## src/rtl/branch_predict_unit.sv

```systemverilog
// Decode-stage branch resolver with a 2-bit PHT predictor, registered redirect
// and saturating branch/mispredict statistics.

module bpu_pht_entry #(
  parameter logic [1:0] INIT_ST = 2'b01
) (
  input  logic       clk,
  input  logic       rst,
  input  logic       upd_i,
  input  logic       taken_i,
  output logic [1:0] st_o
);
  logic [1:0] st_q, st_d;

  always_comb begin
    st_d = st_q;
    if (upd_i) begin
      if (taken_i && st_q != 2'b11)       st_d = st_q + 2'd1;
      else if (!taken_i && st_q != 2'b00) st_d = st_q - 2'd1;
    end
  end

  always_ff @(posedge clk or posedge rst) begin
    if (rst) st_q <= INIT_ST;
    else     st_q <= st_d;
  end

  assign st_o = st_q;
endmodule

module branch_predict_unit #(
  parameter int         DATA_W  = 32,
  parameter int         IDX_W   = 6,
  parameter int         CNT_W   = 32,
  parameter logic [1:0] INIT_ST = 2'b01
) (
  input  logic              clk,
  input  logic              rst,
  input  logic [31:0]       pred_pc,
  output logic              pred_taken,
  input  logic              res_valid,
  input  logic [31:0]       res_pc,
  input  logic [5:0]        res_op,
  input  logic [4:0]        res_rt,
  input  logic [DATA_W-1:0] res_a,
  input  logic [DATA_W-1:0] res_b,
  input  logic              res_pred_taken,
  input  logic [31:0]       res_target,
  output logic              is_branch,
  output logic              actual_taken,
  output logic              mispredict,
  output logic [31:0]       redirect_pc,
  input  logic              clear_stats,
  output logic [CNT_W-1:0]  branch_cnt,
  output logic [CNT_W-1:0]  mispred_cnt
);
  localparam int DEPTH = 1 << IDX_W;

  logic [DEPTH-1:0][1:0] pht_st;
  logic [IDX_W-1:0]      pred_idx, res_idx;
  logic                  rec, cond, a_neg, a_zero, upd, mis_now;
  logic                  unused_pc_bits;

  logic              is_branch_q, is_branch_d;
  logic              actual_taken_q, actual_taken_d;
  logic              mispredict_q, mispredict_d;
  logic [31:0]       redirect_pc_q, redirect_pc_d;
  logic [CNT_W-1:0]  branch_cnt_q, branch_cnt_d;
  logic [CNT_W-1:0]  mispred_cnt_q, mispred_cnt_d;

  assign pred_idx       = pred_pc[IDX_W+1:2];
  assign res_idx        = res_pc[IDX_W+1:2];
  assign unused_pc_bits = ^{pred_pc[31:IDX_W+2], pred_pc[1:0]};

  assign a_neg  = res_a[DATA_W-1];
  assign a_zero = (res_a == '0);

  always_comb begin
    rec  = 1'b1;
    cond = 1'b0;
    unique case (res_op)
      6'b000100: cond = (res_a == res_b);
      6'b000101: cond = (res_a != res_b);
      6'b000111: cond = !a_neg && !a_zero;
      6'b000110: cond = a_neg || a_zero;
      6'b000001: begin
        // REGIMM: bit 4 of rt only selects the linking variant
        if (res_rt[3:0] == 4'b0001)      cond = !a_neg;
        else if (res_rt[3:0] == 4'b0000) cond = a_neg;
        else                             rec  = 1'b0;
      end
      default:   rec = 1'b0;
    endcase
    if (!rec) cond = 1'b0;
  end

  // Link-bit form must still have rt[4] as 0 or 1 only; rt[3:0] decode above
  // covers 00000/10000 and 00001/10001 exactly.
  assign upd     = res_valid && rec;
  assign mis_now = upd && (cond != res_pred_taken);

  for (genvar g = 0; g < DEPTH; g++) begin : g_pht
    bpu_pht_entry #(.INIT_ST(INIT_ST)) u_ent (
      .clk     (clk),
      .rst     (rst),
      .upd_i   (upd && (res_idx == IDX_W'(g))),
      .taken_i (cond),
      .st_o    (pht_st[g])
    );
  end

  // Read is from registered state, so a same-cycle update is not bypassed.
  assign pred_taken = pht_st[pred_idx][1];

  always_comb begin
    is_branch_d    = 1'b0;
    actual_taken_d = actual_taken_q;
    mispredict_d   = 1'b0;
    redirect_pc_d  = redirect_pc_q;
    branch_cnt_d   = branch_cnt_q;
    mispred_cnt_d  = mispred_cnt_q;
    if (res_valid) begin
      is_branch_d    = rec;
      actual_taken_d = cond;
      mispredict_d   = mis_now;
      if (rec) redirect_pc_d = cond ? res_target : res_pc + 32'd8;
    end
    if (upd && branch_cnt_q != '1)     branch_cnt_d  = branch_cnt_q + 1'b1;
    if (mis_now && mispred_cnt_q != '1) mispred_cnt_d = mispred_cnt_q + 1'b1;
    if (clear_stats) begin
      branch_cnt_d  = '0;
      mispred_cnt_d = '0;
    end
  end

  always_ff @(posedge clk or posedge rst) begin
    if (rst) begin
      is_branch_q    <= 1'b0;
      actual_taken_q <= 1'b0;
      mispredict_q   <= 1'b0;
      redirect_pc_q  <= '0;
      branch_cnt_q   <= '0;
      mispred_cnt_q  <= '0;
    end else begin
      is_branch_q    <= is_branch_d;
      actual_taken_q <= actual_taken_d;
      mispredict_q   <= mispredict_d;
      redirect_pc_q  <= redirect_pc_d;
      branch_cnt_q   <= branch_cnt_d;
      mispred_cnt_q  <= mispred_cnt_d;
    end
  end

  assign is_branch    = is_branch_q;
  assign actual_taken = actual_taken_q;
  assign mispredict   = mispredict_q;
  assign redirect_pc  = redirect_pc_q;
  assign branch_cnt   = branch_cnt_q;
  assign mispred_cnt  = mispred_cnt_q;
endmodule

```

## config.mk

```make
export PLATFORM = sky130hd
export DESIGN_NAME = branch_predict_unit
export DESIGN_NICKNAME = d
export VERILOG_FILES = /design/src/rtl/branch_predict_unit.sv
export SDC_FILE = /design/constraint.sdc
export NUM_CORES = 1
export LEC_CHECK = 0
export BUFFER_PORTS_ARGS = -buffer_cell sky130_fd_sc_hd__buf_2
export CAP_MARGIN = 30
export CORE_MARGIN = 1
export CORE_UTILIZATION = 60
export CTS_BUF_LIST = sky130_fd_sc_hd__clkbuf_4 sky130_fd_sc_hd__clkbuf_8
export DETAILED_ROUTE_END_ITERATION = 12
export PLACE_DENSITY_LB_ADDON = 0.1
export SYNTH_ARGS = -nofsm -noshare
export SYNTH_HDL_FRONTEND = slang
export SYNTH_HIERARCHICAL = 1
export SYNTH_SLANG_ARGS = --single-unit
export TNS_END_PERCENT = 10
```

## constraint.sdc

```tcl
create_clock -name clk -period 4.8 [get_ports clk]
set_clock_uncertainty 0.05 [all_clocks]
set_input_delay 0.24 -clock clk [delete_from_list [all_inputs] [get_ports clk]]
set_output_delay 0.24 -clock clk [all_outputs]
set_load 0.01 [all_outputs]
```

==> flow_summary.yaml <==
critical_path:
  path_max_fanout: 50
  critical_path.startpoint_type: "input pin"
  cp.arrival_ns: 3.37
  crit_path_end_kind: "register"
  setup.worst_path.class: "input pin to register"
  rr_startpoint: "mispred_cnt[0]"
  cp-startpoint: "res_op[3]"
  required_ns: 5.16
floorplanning:
  dieArea_um2: 24500
  ios: 276
  die_y_um: 156
  fp.dieW_um: 156
  rows: 56
  start_util_pct: 61.1
  core_area_um2: 23400
detailed_routing:
  ant_nets: 0
  vias_per_cell: 5.75
  drc: 0
  vias: 12700
  dr.pass1.iters: 5
  routed_wl_mm: 37.8
  routedWlPerCell_um: 17.1
  drt_iter0_drc: 1022
timing:
  period_needed_ns: 3.01
  setup_viol: 0
  final_max_slew_viol_count: 0
  setup-tns-final_ns: 0
  min_period_over_period_pct: 62.7
  rsz0062_at_grt: "no"
  slew_headroom_pct: 42.3
  final.setup.worst_slack_ns: 1.79
  max_freq_mhz: 332
  hold_viol_final: 0
  tightest_slew_ns: 0.865
power:
  internal_power_w: 0.00364
  power_frac_comb_pct: 13.1
  p_leak_nw: 7.96
  p_seq_share_pct: 44.4
  p_sw_w: 0.00130
  p_per_area_nw_per_um2: 287
  clkPwrFrac_pct: 42.5
  swShare_pct: 26.3
  ir_drop_uv: 227
logic_synthesis:
  async_flop_share_pct: 100
  yosys.area.top_type_share_pct: 28.5
  ys_ff_latch: 227
  syn-cell-area_um2: 14300
  synth_cell_type_count: 45
  yosys-top-cells-area: "dfrtp_1 (29%), dfstp_2 (12%), mux2i_1 (5.7%)"
  synth_cells: 1563
  yosysSeqAreaShare_pct: 40.3
  synth_flop_cell: "dfrtp_1"
  synth_top_area_cell: "dfrtp_1"
  yosysWarningCount: 6
  synth_nets: 1742
  avgSynthCellArea_um2: 9.15
  synth_edf_count: 0
clock_tree:
  cts-root-buf: "clkbuf_8"
  cts.htree.levels: 2
  cts_sinks: 227
  clkLatencyLatePin_ns: 0.56
  clk_pin_slew_ns: 0.06
  tritoncts: "built"
  cts_buffer_depth: 3
  cts_resized: 0
  cts_buffers: 42
min_path:
  hold_path.class: "input pin to register"
  min_from: "res_target[1]"
global_route:
  grt_usage_pct: 31.0
  grt_pass1_vias: 12400
  antenna_found_initial: 1
  grt_pass1_wl_mm: 60.4
  grt_start_max_net_pins: 99
  grt-ovfl-total: 0
placement:
  post_dp_cell_area_um2: 15900
  pre_cts_ws_ns: 1.41
  hpwl_mm: 26.4
  io_buffers: 248
  gp_congestion: 0.877
layout:
  final_area_um2: 17200
  final_common_cell: "buf_2"
  final_core_utilization_pct: 73.5
  final_cell_mix: "buf_2 (248), inv_1 (200), dfrtp_1 (163)"
  areaGrowthSynthToFinish_pct: 20.3
  nets: 2036
  drive_gt1_share_pct: 26.4
job:
  max_cap_violations: 0
status:
  status: "finished, final reports clean"
[power by group through the flow]
stage	clock [W]	sequential (W)	combinational, W
floorplan	0	0.00223	0.000351
global placement	0	0.00221	0.000599
detailed placement	0	0.00222	0.000618
CTS	0.00214	0.00219	0.000641
global route	0.00223	0.00221	0.000707
finish	0.00210	0.00219	0.000644
[sequential cells by signal, indices dropped and copies added, names as in the netlist]
signal / flops
g_pht.u_ent/st_o: 128
branch_cnt: 32
mispred_cnt: 32
redirect_pc: 32
actual_taken: 1
is_branch: 1
mispredict: 1
[cell usage after synthesis (all sizes together) (2+ instances only)]
cell and instances:
o31ai 8, inv 201, xor2 60, o211ai 65
ha 3, nor2 139, mux2i 82, dfrtp 163
or3 24, nor3 6, nand3 48, mux4 21
nand2b 8, dfstp 64, nand4 21, or2b 64
buf 13, or4b 2, xnor2 30, or2 2
and3 17, clkbuf 30, o21ai 54, nand3b 65
nand2 72, and4 8, a21oi 108, and2 3
o22ai 64, mux2 6, nor4 22, nor2b 74
or4 9
[area by class of cell]
type	instances	area [um2]
Clock buffer	69	825
Inverter	201	757
Antenna cell	1	2.50
Clock inverter	8	129
Sequential cell	227	5760
Multi-Input combinational cell	1092	7640
Timing Repair Buffer	293	1700
Tap cell	319	399
Fill cell	1808	6200
[worst paths after layout]
check	endpoint	slack (ns)	cells after the start
worst min register to register	redirect_pc[14]	0.43	2
worst max register to register	mispred_cnt[31]	1.86	10
worst min-delay path	redirect_pc[1]	0.02	3
worst max-delay path	redirect_pc[0]	1.79	9
min in group asynchronous	g_pht[9].u_ent/st_o[1]	0.29	3
max in group asynchronous	branch_cnt[9]	3.48	4
[kinds of logic after synthesis]
kind of cell / Yosys count / synth area share, %
buf+inv: 244 / 6.46
mux: 109 / 9.52
xor+xnor: 90 / 5.51
flops: 227 / 40.3
compound gates: 303 / 14.8
simple gates: 587 / 23.2
fa+ha+maj: 3 / 0.263
[what timing repair did]
action                    4_1_cts  5_1_grt
buffers inserted                0        0
hold buffers                   33        0
hold endpoints to repair       71        0
[layer usage]
layer / GRT usage (%) / share of wire (%) / wire (um) / vias to the layer above
met1: 38.1 / 40 / 15200 / 6166
met4: 13.4 / 3.8 / 1460 / 0
met2: 53.0 / 50 / 18800 / 425
met3: 5.90 / 6.4 / 2420 / 105
met5: 0 / 0 / 0 / -
li1: - / - / - / 6004
[through the flow]
step | hold WS (ns) | std cells | total power (W)
global placement | 0.310 | 2097 | 0.00281
global route | 0.0453 | 2210 | 0.00514
detailed placement | 0.314 | 2098 | 0.00284
finish | 0.0224 | 2210 | 0.00493
CTS | 0.00462 | 2208 | 0.00497
floorplan | -0.0695 | 1563 | 0.00258
[worst max-delay path, cell delays in order]
cell           delay (ns)
buf_2                0.13
or4b_1               0.61
or3_1                0.34
or3_4                0.37
nand3_4              0.52
buf_4                0.34
mux2i_1              0.20
dlygate4sd3_1        0.55
o21ai_0              0.07
Note: power is estimated with default switching activity, not from simulation.
